**config.mk**
```make
export PLATFORM = sky130hd
export DESIGN_NAME = seg_scan_decoder
export DESIGN_NICKNAME = d
export VERILOG_FILES = /design/src/rtl/seg_scan_decoder.sv
export SDC_FILE = /design/constraint.sdc
export NUM_CORES = 1
export LEC_CHECK = 0
export ABC_AREA = 1
export CORE_MARGIN = 2
export CORE_UTILIZATION = 42
export CTS_CLUSTER_SIZE = 40
export DETAILED_ROUTE_END_ITERATION = 7
export GPL_TIMING_DRIVEN = 0
export HOLD_SLACK_MARGIN = 0.08
export PLACE_DENSITY = 0.56
export SLEW_MARGIN = 20
export SYNTH_ARGS = -nofsm -noshare
export SYNTH_HDL_FRONTEND = slang
export SYNTH_SLANG_ARGS = --single-unit
```
**constraint.sdc**
```tcl
create_clock -name clk -period 3.86 [get_ports clk]
set_input_delay 0.386 -clock clk [delete_from_list [all_inputs] [get_ports clk]]
set_output_delay 0.386 -clock clk [all_outputs]
set_load 0.02 [all_outputs]
```
**src/rtl/seg_scan_decoder.sv**
```systemverilog
// seg_scan_decoder
// Recovers the digits shown on a multiplexed, active-low 7-segment display by
// watching its segment and digit-select lines. Each digit position is captured
// once its select and segment pattern have been steady for SETTLE_CYC cycles.
// When all four positions are captured, the whole frame is published at once.
//
// Ports
//   clk        : system clock, rising edge
//   rst        : asynchronous active-low reset
//   seg[7:0]   : active-low segments, bit7=a ... bit1=g, bit0=dp
//   dig[3:0]   : active-low one-hot digit select, bit3 = leftmost position
//   bcd[15:0]  : last complete frame {pos3,pos2,pos1,pos0}
//   dp[3:0]    : last complete frame decimal points (1 = lit)
//   frame_done : one-cycle pulse when bcd/dp update
//   seg_err    : one-cycle pulse when an undecodable pattern is captured
//   dig_err    : one-cycle pulse when an illegal select stays stable
//   stale      : level, no capture for TIMEOUT_CYC cycles
//
// Build option
//   SEG_SCAN_DECODER_DP_CAPTURE_EN : capture decimal points per position and
//                                    publish them with the frame; otherwise
//                                    dp is constant 4'b0000.
module seg_scan_decoder #(
    parameter int SETTLE_CYC  = 16,
    parameter int TIMEOUT_CYC = 200000
) (
    input  logic        clk,
    input  logic        rst,
    input  logic [7:0]  seg,
    input  logic [3:0]  dig,
    output logic [15:0] bcd,
    output logic [3:0]  dp,
    output logic        frame_done,
    output logic        seg_err,
    output logic        dig_err,
    output logic        stale
);

    localparam logic [7:0]  SETTLE_LIM = 8'(SETTLE_CYC);
    localparam logic [23:0] TMO_LIM    = 24'(TIMEOUT_CYC);

    typedef enum logic [1:0] {
        ST_IDLE   = 2'd0,
        ST_SETTLE = 2'd1,
        ST_HELD   = 2'd2
    } state_t;

    function automatic logic [3:0] decode_seg(input logic [6:0] pat);
        logic [3:0] code;
        case (pat)
            7'b0000001: code = 4'h0;
            7'b1001111: code = 4'h1;
            7'b0010010: code = 4'h2;
            7'b0000110: code = 4'h3;
            7'b1001100: code = 4'h4;
            7'b0100100: code = 4'h5;
            7'b0100000: code = 4'h6;
            7'b0001111: code = 4'h7;
            7'b0000000: code = 4'h8;
            7'b0000100: code = 4'h9;
            7'b1111111: code = 4'hA;
            default:    code = 4'hF;
        endcase
        return code;
    endfunction

    function automatic logic is_onehot_low(input logic [3:0] d);
        logic ok;
        case (d)
            4'b1110, 4'b1101, 4'b1011, 4'b0111: ok = 1'b1;
            default:                            ok = 1'b0;
        endcase
        return ok;
    endfunction

    function automatic logic [1:0] pos_of(input logic [3:0] d);
        logic [1:0] p;
        case (d)
            4'b0111: p = 2'd3;
            4'b1011: p = 2'd2;
            4'b1101: p = 2'd1;
            default: p = 2'd0;
        endcase
        return p;
    endfunction

    state_t      state_q, state_d;
    logic [7:0]  seg_q, seg_d, seg_last_q, seg_last_d;
    logic [3:0]  dig_q, dig_d, dig_last_q, dig_last_d;
    logic [7:0]  cnt_q, cnt_d;
    logic        dig_err_seen_q, dig_err_seen_d;
    logic [15:0] slot_q, slot_d;
    logic [3:0]  mask_q, mask_d;
    logic [15:0] bcd_q, bcd_d;
    logic        frame_done_q, frame_done_d;
    logic        seg_err_q, seg_err_d;
    logic        dig_err_q, dig_err_d;
    logic [23:0] tmo_q, tmo_d;
    logic        stale_q, stale_d;
    logic [7:0]  cnt_inc_s;
    logic        chg_s;
    logic        legal_s;
    logic        capture_s;
    logic [1:0]  cap_pos_s;
    logic [3:0]  cap_code_s;
`ifdef SEG_SCAN_DECODER_DP_CAPTURE_EN
    logic [3:0]  dp_slot_q, dp_slot_d;
    logic [3:0]  dp_q, dp_d;
`endif

    assign cnt_inc_s = cnt_q + 8'd1;

    // Next-state, capture, frame assembly and timeout logic
    always_comb begin
        seg_d          = seg;
        dig_d          = dig;
        seg_last_d     = seg_q;
        dig_last_d     = dig_q;
        state_d        = state_q;
        cnt_d          = cnt_q;
        dig_err_seen_d = dig_err_seen_q;
        slot_d         = slot_q;
        mask_d         = mask_q;
        bcd_d          = bcd_q;
        frame_done_d   = 1'b0;
        seg_err_d      = 1'b0;
        dig_err_d      = 1'b0;
        capture_s      = 1'b0;
        cap_pos_s      = pos_of(dig_q);
        cap_code_s     = decode_seg(seg_q[7:1]);
        chg_s          = (dig_q != dig_last_q) || (seg_q != seg_last_q);
        legal_s        = is_onehot_low(dig_q);
`ifdef SEG_SCAN_DECODER_DP_CAPTURE_EN
        dp_slot_d      = dp_slot_q;
        dp_d           = dp_q;
`endif

        case (state_q)
            ST_IDLE: begin
                if (legal_s) begin
                    state_d        = ST_SETTLE;
                    cnt_d          = 8'd0;
                    dig_err_seen_d = 1'b0;
                end else if ((dig_q == 4'b1111) || (dig_q != dig_last_q)) begin
                    cnt_d          = 8'd0;
                    dig_err_seen_d = 1'b0;
                end else if (!dig_err_seen_q) begin
                    // Stable illegal select: report once, then stay quiet
                    // until the select changes.
                    if (cnt_inc_s == SETTLE_LIM) begin
                        dig_err_d      = 1'b1;
                        dig_err_seen_d = 1'b1;
                        cnt_d          = 8'd0;
                    end else begin
                        cnt_d = cnt_inc_s;
                    end
                end else begin
                    cnt_d = cnt_q;
                end
            end
            ST_SETTLE: begin
                if (chg_s) begin
                    cnt_d = 8'd0;
                    if (legal_s) begin
                        state_d = ST_SETTLE;
                    end else begin
                        state_d        = ST_IDLE;
                        dig_err_seen_d = 1'b0;
                    end
                end else if (cnt_inc_s == SETTLE_LIM) begin
                    capture_s = 1'b1;
                    state_d   = ST_HELD;
                    cnt_d     = 8'd0;
                end else begin
                    cnt_d = cnt_inc_s;
                end
            end
            ST_HELD: begin
                if (chg_s) begin
                    cnt_d = 8'd0;
                    if (legal_s) begin
                        state_d = ST_SETTLE;
                    end else begin
                        state_d        = ST_IDLE;
                        dig_err_seen_d = 1'b0;
                    end
                end else begin
                    state_d = ST_HELD;
                end
            end
            default: begin
                state_d = ST_IDLE;
                cnt_d   = 8'd0;
            end
        endcase

        // Publish a full frame one cycle after it completes; a capture in the
        // same cycle belongs to the next frame, so the mask clears first.
        if (mask_q == 4'b1111) begin
            bcd_d        = slot_q;
            frame_done_d = 1'b1;
            mask_d       = 4'b0000;
`ifdef SEG_SCAN_DECODER_DP_CAPTURE_EN
            dp_d         = dp_slot_q;
`endif
        end else begin
            mask_d = mask_q;
        end

        if (capture_s) begin
            slot_d[{cap_pos_s, 2'b00} +: 4] = cap_code_s;
            mask_d[cap_pos_s]               = 1'b1;
            seg_err_d                       = (cap_code_s == 4'hF);
`ifdef SEG_SCAN_DECODER_DP_CAPTURE_EN
            dp_slot_d[cap_pos_s]            = ~seg_q[0];
`endif
            tmo_d                           = 24'd0;
        end else if (tmo_q != 24'hFFFFFF) begin
            tmo_d = tmo_q + 24'd1;
        end else begin
            tmo_d = tmo_q;
        end

        stale_d = (tmo_d >= TMO_LIM);
    end

    // State, input stage and output registers
    always_ff @(posedge clk or negedge rst) begin
        if (!rst) begin
            state_q        <= ST_IDLE;
            seg_q          <= 8'hFF;
            dig_q          <= 4'hF;
            seg_last_q     <= 8'hFF;
            dig_last_q     <= 4'hF;
            cnt_q          <= 8'd0;
            dig_err_seen_q <= 1'b0;
            slot_q         <= 16'hAAAA;
            mask_q         <= 4'b0000;
            bcd_q          <= 16'hAAAA;
            frame_done_q   <= 1'b0;
            seg_err_q      <= 1'b0;
            dig_err_q      <= 1'b0;
            tmo_q          <= 24'd0;
            stale_q        <= 1'b0;
        end else begin
            state_q        <= state_d;
            seg_q          <= seg_d;
            dig_q          <= dig_d;
            seg_last_q     <= seg_last_d;
            dig_last_q     <= dig_last_d;
            cnt_q          <= cnt_d;
            dig_err_seen_q <= dig_err_seen_d;
            slot_q         <= slot_d;
            mask_q         <= mask_d;
            bcd_q          <= bcd_d;
            frame_done_q   <= frame_done_d;
            seg_err_q      <= seg_err_d;
            dig_err_q      <= dig_err_d;
            tmo_q          <= tmo_d;
            stale_q        <= stale_d;
        end
    end

`ifdef SEG_SCAN_DECODER_DP_CAPTURE_EN
    // Decimal-point slot and frame registers
    always_ff @(posedge clk or negedge rst) begin
        if (!rst) begin
            dp_slot_q <= 4'b0000;
            dp_q      <= 4'b0000;
        end else begin
            dp_slot_q <= dp_slot_d;
            dp_q      <= dp_d;
        end
    end
    assign dp = dp_q;
`else
    assign dp = 4'b0000;
`endif

    assign bcd        = bcd_q;
    assign frame_done = frame_done_q;
    assign seg_err    = seg_err_q;
    assign dig_err    = dig_err_q;
    assign stale      = stale_q;

endmodule
```
After elaboration in Yosys (flattened, before gate mapping):

Cells that the tools add are included.

* add/subtract/negate cells: 3
* $lt $le $gt $ge: 3
* equal/unequal tests: 29
* shift-type cells: 2
* multiplexer cells: 38
* bitwise gates (word level): 1
* reduce and logical (&&, ||, !) cells: 11

Operators with widths (count)
* 24-bit two-way mux: 2
* 8-bit two-way mux: 6
* 4-bit one-hot mux with 11 select lines: 1
* 24-bit by 1-bit adder with 24-bit output, second input constant: 1
* 4-bit == test, second input constant: 6
* 24-bit by 18-bit greater-or-equal comparator with 1-bit output, second input constant: 1
* 24-bit != test, second input constant: 1
* 8-bit one-hot mux with 3 select lines: 1
* 7-bit == test, second input constant: 3
* 1-bit two-way mux: 17
* 16-bit bitwise mux: 1
* 4-bit by 6-bit variable shift with 16-bit output, first input constant: 1
* 4-bit by 6-bit indexed part select with 16-bit output: 1
* 7-bit by 3-bit == test with 1-bit output, second input constant: 2
* 7-bit by 6-bit == test with 1-bit output, second input constant: 2
* 2-bit one-hot mux with 3 select lines: 2
* 8-bit by 1-bit adder with 8-bit output, second input constant: 1
* 8-bit by 5-bit == test with 1-bit output, second input constant: 1
* 2-bit two-way mux: 4
* 4-bit two-way mux: 2
* 8-bit != test: 1
* 7-bit by 1-bit == test with 1-bit output, second input constant: 1
* 7-bit by 4-bit == test with 1-bit output, second input constant: 1
* 7-bit by 5-bit == test with 1-bit output, second input constant: 1
* other kinds (23): 27

* register bits: 99
* output and inout bits: 24

Logic depth before layout (Yosys ltp):

Gate-level depths: netlist of the first run.

* depth after elaboration: 8
* mapped depth: 17

Worst setup path after synthesis of the first run:

OpenSTA, ideal clock, no wires.

* path kind: reg2reg
* from: register tmo_q[0]
* to: register stale_q (netlist: stale)
* setup time: 0.117 ns
* data arrival time: 1.797 ns
* data required time: 3.743 ns
* setup slack: 1.946 ns
* cell stages (with the launch flop): 15
* buffers on the path: 0
* period minus slack after synthesis: 1.914 ns
* cells stage by stage: dfrtp_1 ha_1 inv_1 nor2_2 nand2_1 nor2_2 nand2_2 inv_1 or2_2 o21ai_2 nand2_1 inv_1 nand2_1 nand2_1 nand2_1

* longest elaborated chain between the ends: 4

Ends and longest elaborated chain
* from (decl): line 98 `logic [23:0] tmo_q, tmo_d;`
* from (signal assigned): line 259 `tmo_q <= tmo_d;`
* 24-bit by 1-bit adder with 24-bit output / 24-bit != test (equally long branches): line 219, 218
* 24-bit two-way mux *: line 218 `end else if (tmo_q != 24'hFFFFFF) begin`
* 24-bit two-way mux *: line 210 `if (capture_s) begin`
* 24-bit by 18-bit greater-or-equal comparator with 1-bit output *: line 224 `stale_d = (tmo_d >= TMO_LIM);`
* net stale_d: line 99 `logic stale_q, stale_d;`
* to (signal assigned): line 260 `stale_q <= stale_d;`
* to (decl): line 99

The timed path passes the listed nets; every way through them passes the cells marked *.
A chain may end at the register's enable or synchronous reset.

Final worst setup path of the first run:

Ends and elaborated chain as after synthesis.

==> results.md, run 1 <==
- Run status: completed
- Maxcap violations: 0
- Clock Root Buffer: clkbuf_16
- Worst r2r src: tmo_q[0]$_DFF_PN0_
- Total iterations of the first detailed-routing run: 4
- Die ar.: roughly 0.013 sq mm
- Drt drc: 0
- R2R depth: 14
- Setup_tns: 0 ns
- Critical path launch point type: register
- Final Net Count: ~670
- Synth top area share: 28.9%
- DR iter-0 viols: 142
- Hold/Removal Path Class: register to register
- IO buf count: 33
- Crit end category: register
- Overflow after GRT: 0
- Post-synth EDFFs: 0
- H-Tree Depth: 3
- Period minus WS final: 2.26 ns
- Vias in the first global route: 3,987
- Worst setup path category: register to register
- Final Skew: 0.00990 ns
- Placement Rows: 40
- Total GRT Usage: ~18%
- Yosys warns: 0
- Io pins: 38
- Final setup fails: 0
- WP data arrival: ~2.5 ns
- Worst-margin pin slew: between 0.6 and 0.7 ns
- Worst-Skew Late Latency: between 0.3 and 0.4 ns
- Synth Area per Inst: ~8.6 sq um
- Antenna violations before repair: 0
- Gate Count Post-Synth: a little under 600
- Detailed-route via count: approximately 3,900
- #FFs+latches synth: between 90 and 100
- Largest net degree at the start of global routing: approximately 70
- Most used DFF post-synth: dfrtp_1
- Clock sink total: 99
- Slew Limit Fails: 0
- Vias per cell: approximately 5.0
- Core box area: about 0.012 sq mm
- Post-CTS setup buffer count: 0
- CP required: around 4.1 ns
- Async set-reset flop share out of synthesis: 100%
- Crit path from: tmo_q[0]$_DFF_PN0_
- Synth area leaders: dfrtp_1 (29%), dfstp_2 (21%), nand2_1 (11%)
- Antenna Diode Count: 0
- Post-synthesis cell area: roughly 0.0051 sq mm
- Clock transition at path regs: about 0.070 ns
- Fmax achieved: between 0.4 and 0.5 GHz
- Final core occ: about half
- Worst setup endpoint: stale$_DFF_PN0_
- Total CTS buffers: 9
- Leading area contributor after synthesis: dfrtp_1
- Wire length per cell: around 13 um
- Leak Pwr: approximately 2.8 nW
- Commonest non-fill, non-tap cell in the layout: nand2_1
- Crit-path max FO: 7
- RSZ-0062 raised after global routing: false
- Post-Route WL: between 10,000 and 15,000 um
- Worst IR Drop VDD: 0.351 mV
- Reg-to-reg slack, setup: 1.60 ns
- Tcrit/Tclk final: between 50% and 60%
- GP Congestion: 0.898
- DIE HEIGHT: 114 um
- Reg2reg end: stale$_DFF_PN0_
- Die width: around 110 um
- Slew headroom: between 50% and 60%
- PD cells: 364 mW/mm^2
- Register area share after synthesis: 49.4%
- Global-route wire length before repair: between 15,000 and 20,000 um
- CTS tree: yes
- Starting Density: around 43%
- Post-synth cell types: 40
- Final hold violations: 0
- Worst-case clock buffer depth: 2
- Area Growth Syn to Fin: 17.2%
- DP HPWL: ~7700 um
- Share of layout cells above drive strength 1: 18.1%
- Most frequent cells in the layout: nand2_1 (145), inv_1 (77), dfrtp_1 (59)
- Post-route antenna net violation count: 0
[kinds of logic (layout without fill, tap and decap cells)]
group | after synthesis | after routing | synth area share (%)
simple gates | 294 | 294 | 26.0
flops | 99 | 99 | 49.4
buf+inv | 91 | 142 | 7.54
compound gates | 56 | 56 | 6.44
xor+xnor | 21 | 21 | 3.75
mux | 16 | 16 | 3.53
fa+ha+maj | 13 | 13 | 3.18
other cells | 1 | 4 | 0.0734
[how the worst min path moves through the flow]
stage,startpoint,endpoint,cells after the start
detailed placement,rst,cnt_q[4]$_DFFE_PN0P_,1
floorplan,rst,bcd[0]$_DFFE_PN0P_,0
finish,seg_last_d[0]$_DFF_PN1_,seg_last_q[0]$_DFF_PN1_,0
global route,seg_last_d[0]$_DFF_PN1_,seg_last_q[0]$_DFF_PN1_,0
global placement,seg_last_d[0]$_DFF_PN1_,seg_last_q[0]$_DFF_PN1_,0
CTS,seg_last_d[0]$_DFF_PN1_,seg_last_q[0]$_DFF_PN1_,0
[stage by stage]
| stage | total power [mW] | worst slack [ns] | hold slack (ns) | instances | area (sq um) |
|---|---|---|---|---|---|
| 2_1_floorplan | 1.20 | 1.95 | 0.0904 | 594 | 5120 |
| 3_3_place_gp | 1.25 | -1.36 | 0.363 | 774 | 5640 |
| 3_5_place_dp | 1.26 | 1.60 | 0.275 | 775 | 5670 |
| 4_1_cts | 2.21 | 1.58 | 0.372 | 792 | 5990 |
| 5_1_grt | 2.28 | 1.41 | 0.376 | 792 | 5990 |
| 6_report | 2.18 | 1.60 | 0.371 | 792 | 5990 |
[cells in the mapped netlist, types with 4 or more instances]
library cell	n
buf_4	5
nand3_1	40
nor2_1	50
a31oi_1	5
xor2_1	5
nor2_2	5
a21oi_1	6
xnor2_1	15
o21ai_0	28
nand2_2	8
inv_1	77
o21ai_1	5
or2_2	5
nand3b_1	4
nand4_1	11
mux2_2	16
dfrtp_1	59
nand2_1	145
nor2_4	4
ha_1	13
dfstp_2	40
o22ai_1	5
nor3_1	12
[area by class of cell]
type | count | area (sq um)
Buffer | 11 | 85.1
Clock inverter | 2 | 20.0
Sequential cell | 99 | 2530
Multi-Input combinational cell | 404 | 2210
Clock buffer | 14 | 297
Inverter | 80 | 300
Fill cell | 1145 | 5970
Timing Repair Buffer | 35 | 369
Tap cell | 147 | 184
[state kept, by name, indices dropped and copies added (netlist names), 2 cells and up]
name / count
tmo_q: 24
cnt_q: 8
state_q: 2
seg_last_d: 8
slot_q: 16
mask_q: 4
seg_last_q: 8
dig_last_q: 4
dig_last_d: 4
bcd: 16
[where the power goes]
part           internal, mW  switching, mW  total, mW
clock network         0.541          0.395      0.936
registers              1.07         0.0180       1.09
logic                0.0577          0.100      0.158
total                  1.67          0.513       2.18
[metal layers]
| layer | GRT usage, % | vias up | wire, um |
|---|---|---|---|
| met3 | 4.66 | 17 | 406 |
| li1 | - | 1981 | - |
| met5 | 0 | - | 0 |
| met1 | 22.8 | 1871 | 4870 |
| met4 | 6.10 | 0 | 210 |
| met2 | 29.8 | 70 | 5050 |
[critical path, stage by stage (launching register included)]
cell and delay, ns:
dfrtp_1 0.45, ha_1 0.31, inv_1 0.13, nor2_2 0.07
nand2_1 0.12, nor2_2 0.07, nand2_2 0.14, inv_1 0.12
or2_2 0.33, o21ai_2 0.15, nand2_1 0.06, inv_1 0.05
nand2_1 0.06, nand2_1 0.05, nand2_1 0.04
[timing repair]
item | 4_1_cts | 5_1_grt
setup endpoints to repair | 0 | 0
resized for setup | 0 | 0
hold buffers | 1 | 0
endpoints found under the hold margin | 8 | 0
No activity file was read; power rests on OpenSTA's default activity.
==> run 2: changes to the inputs <==
--- a/config.mk
+++ b/config.mk
@@ -12,7 +12,7 @@
 export DETAILED_ROUTE_END_ITERATION = 7
 export GPL_TIMING_DRIVEN = 0
 export HOLD_SLACK_MARGIN = 0.08
-export PLACE_DENSITY = 0.56
+export PLACE_DENSITY = 0.59
 export SLEW_MARGIN = 20
 export SYNTH_ARGS = -nofsm -noshare
 export SYNTH_HDL_FRONTEND = slang
==> constraint.sdc (replaced) <==
create_clock -name clk -period 1.9 [get_ports clk]
set_input_delay 0.19 -clock clk [delete_from_list [all_inputs] [get_ports clk]]
set_output_delay 0.19 -clock clk [all_outputs]
set_load 0.02 [all_outputs]
==> results.md, run 2 (synthesis gave the netlist of run 1 again) <==
- Core box area: 0.0120 sq mm (unchanged)
- Period minus WS final: 2.00 ns (-0.261 ns)
- Tcrit/Tclk final: 105% (+47 points)
- IO buf count: 33 (unchanged)
- Overflow after GRT: 0 (unchanged)
- Final Net Count: 713 (+6.9%)
- DP HPWL: 7720 um (-0.31%)
- Comb power frac: 10.8% (+3.5 points)
- Commonest non-fill, non-tap cell in the layout: nand2_1
- Vias per cell: 4.99 (+0.34%)
- Failing checks: negative setup slack
- Worst-case clock buffer depth: 2 (unchanged)
- Die ar.: 0.0131 sq mm (unchanged)
- Int Pwr: 3.29 mW (+98%)
- WP data arrival: 2.24 ns (-0.25 ns)
- Worst IR Drop VDD: 0.543 mV (+55%)
- Final hold violations: 0 (unchanged)
- Total CTS buffers: 9 (unchanged)
- Crit-path max FO: 8 (+1)
- Setup WS post-layout: -0.0972 ns (-1.70 ns)
- Maxcap violations: 0 (unchanged)
- Post-Route WL: 11,500 um (+8.8%)
- Clock network power share: 40.1% (-2.8 points)
- Antenna violations before repair: 0 (unchanged)
- Worst-Skew Late Latency: 0.36 ns (about the same)
- Clock sink total: 99 (unchanged)
- Post-Place Cells: 775 (unchanged)
- Io pins: 38 (unchanged)
- Critical path launch point type: register
- Share of layout cells above drive strength 1: 34.2% (+16 points)
- Reg-to-reg slack, setup: -0.1 ns (-1.70 ns)
- Antenna Diode Count: 0 (unchanged)
- Largest reg by FF count: tmo_q
- Vias in the first global route: 4,029 (+1.1%)
- Clock Root Buffer: clkbuf_16
- CP required: 2.15 ns (-1.94 ns)
- Hold/Removal Path Class: input pin to register
- Post-route antenna net violation count: 0 (unchanged)
- PD cells: 667 mW/mm^2 (+83%)
- P_sw: 1.19 mW (+130%)
- Clock transition at path regs: 0.07 ns (about the same)
- Setup_tns: -0.723 ns (-0.723 ns)
- Final core occ: 56.2% (+6.1 points)
- Wire length per cell: 13.7 um (+2.8%)
- Final Skew: 0.00899 ns (-0.000909 ns)
- Run status: finished, violations left
- Drt drc: 0 (unchanged)
- Worst setup path category: register to register
- Slew Limit Fails: 0 (unchanged)
- Crit end category: register
- Total iterations of the first detailed-routing run: 4 (unchanged)
- Area Growth Syn to Fin: 31.5%
- Starting Density: 42.7% (unchanged)
- Fin cells: 838 (+5.8%)
- Leak Pwr: 3.13 nW (+11%)
- Largest net degree at the start of global routing: 68 (-4.2%)
- Fmax achieved: 0.501 GHz (+13%)
- Power share of the sequential group: 49.1% (-0.7 points)
- Die width: 114 um (unchanged)
- Final setup fails: 18 (+18)
- DIE HEIGHT: 114 um (unchanged)
- Most frequent cells in the layout: nand2_1 (131), inv_1 (60), dfrtp_1 (58)
- Total GRT Usage: 18.0% (+0.10 points)
- Worst hold margin: 0.230 ns (-0.141 ns)
- Sw frac: 26.5% (+3.0 points)
- Detailed-route via count: 4,182 (+6.2%)
- Max reg flops: 24 (unchanged)
- Global-route wire length before repair: 18,500 um (about the same)
- GP Congestion: 0.888 (-1.1%)
- Placement Rows: 40 (unchanged)
- RSZ-0062 raised after global routing: true
- H-Tree Depth: 3 (unchanged)
- DR iter-0 viols: 148 (+4.2%)
- CTS tree: yes
==> run 2: cell types whose count changed in the layout (fill, tap and decap cells not counted), moves of 7 or more <==
cell     change
o21ai_0     -15
inv_1       -17
inv_2       +12
nor2_1       -8
nand2_2      +7
nand2_4      +7
nand3_1      -8
o21ai_1      +7
nand2_1     -14
buf_4       +40
o21ai_2      +8
==> run 2: metal layers <==
metal  up-vias  global-route usage, %  wire (um)
met3        22                   3.65        361
met5         -                      0          0
met1      1999                   22.1       5050
met2        77                   31.5       5830
li1       2084                      -          -
met4         0                   6.59        212
==> run 2: cell type report <==
cell class / count / area [sq um]
sequential: 99 / 2530
multi-input combinational: 404 / 2550
buffer: 11 / 101
clock inverter: 7 / 70.1
inverter: 80 / 315
clock buffer: 9 / 225
fill: 1052 / 5240
tap: 147 / 184
timing repair buffer: 81 / 747
==> run 2: power by group through the flow <==
stage / clock network (mW) / registers, mW / logic [mW]
2_1_floorplan: 0 / 2.23 / 0.205
3_3_place_gp: 0 / 2.24 / 0.305
3_5_place_dp: 0 / 2.24 / 0.323
4_1_cts: 1.87 / 2.20 / 0.365
5_1_grt: 1.96 / 2.21 / 0.539
6_report: 1.80 / 2.20 / 0.483
==> run 2: stage by stage <==
step                total power, mW  setup slack [ns]  instance area [sq um]
global route                   4.70            -0.261                   6720
global placement               2.55             -3.06                   5640
floorplan                      2.44            0.0342                   5120
CTS                            4.44            -0.132                   6240
finish                         4.48           -0.0972                   6720
detailed placement             2.57            -0.298                   5670
==> run 2: worst paths after layout <==
check                                        start                 endpoint  cells past startpoint
setup / recovery              cnt_q[0]$_DFFE_PN0P_          stale$_DFF_PN0_                     17
hold / removal                              dig[3]  dig_last_d[3]$_DFF_PN1_                      1
hold reg to reg            seg_last_d[0]$_DFF_PN1_  seg_last_q[0]$_DFF_PN1_                      0
max in group asynchronous                      rst    slot_q[3]$_DFFE_PN1P_                      3
min in group asynchronous                      rst        dig_err$_DFF_PN0_                      2
setup reg to reg              cnt_q[0]$_DFFE_PN0P_          stale$_DFF_PN0_                     17
==> run 2: critical path, stage by stage, from the launching register on <==
cell      delay (ns)
dfrtp_1         0.36
ha_2            0.19
nand2_2         0.07
nor2_4          0.11
inv_2           0.05
nand2_2         0.05
nand2_2         0.05
nor2_1          0.11
nand2_1         0.10
nor2_4          0.16
nand2_4         0.10
buf_8           0.15
o211ai_2        0.06
nand2_1         0.11
nand2_1         0.07
nand2_1         0.05
nand2_1         0.05
nand2_1         0.04
==> run 2: what timing repair did <==
action,in CTS,in global routing
hold endpoints to repair,41,0
setup endpoints to repair,50,51
pin swaps,10,20
hold buffers,1,0
gates cloned,0,1
setup buffers,22,23
gates resized for setup,34,88
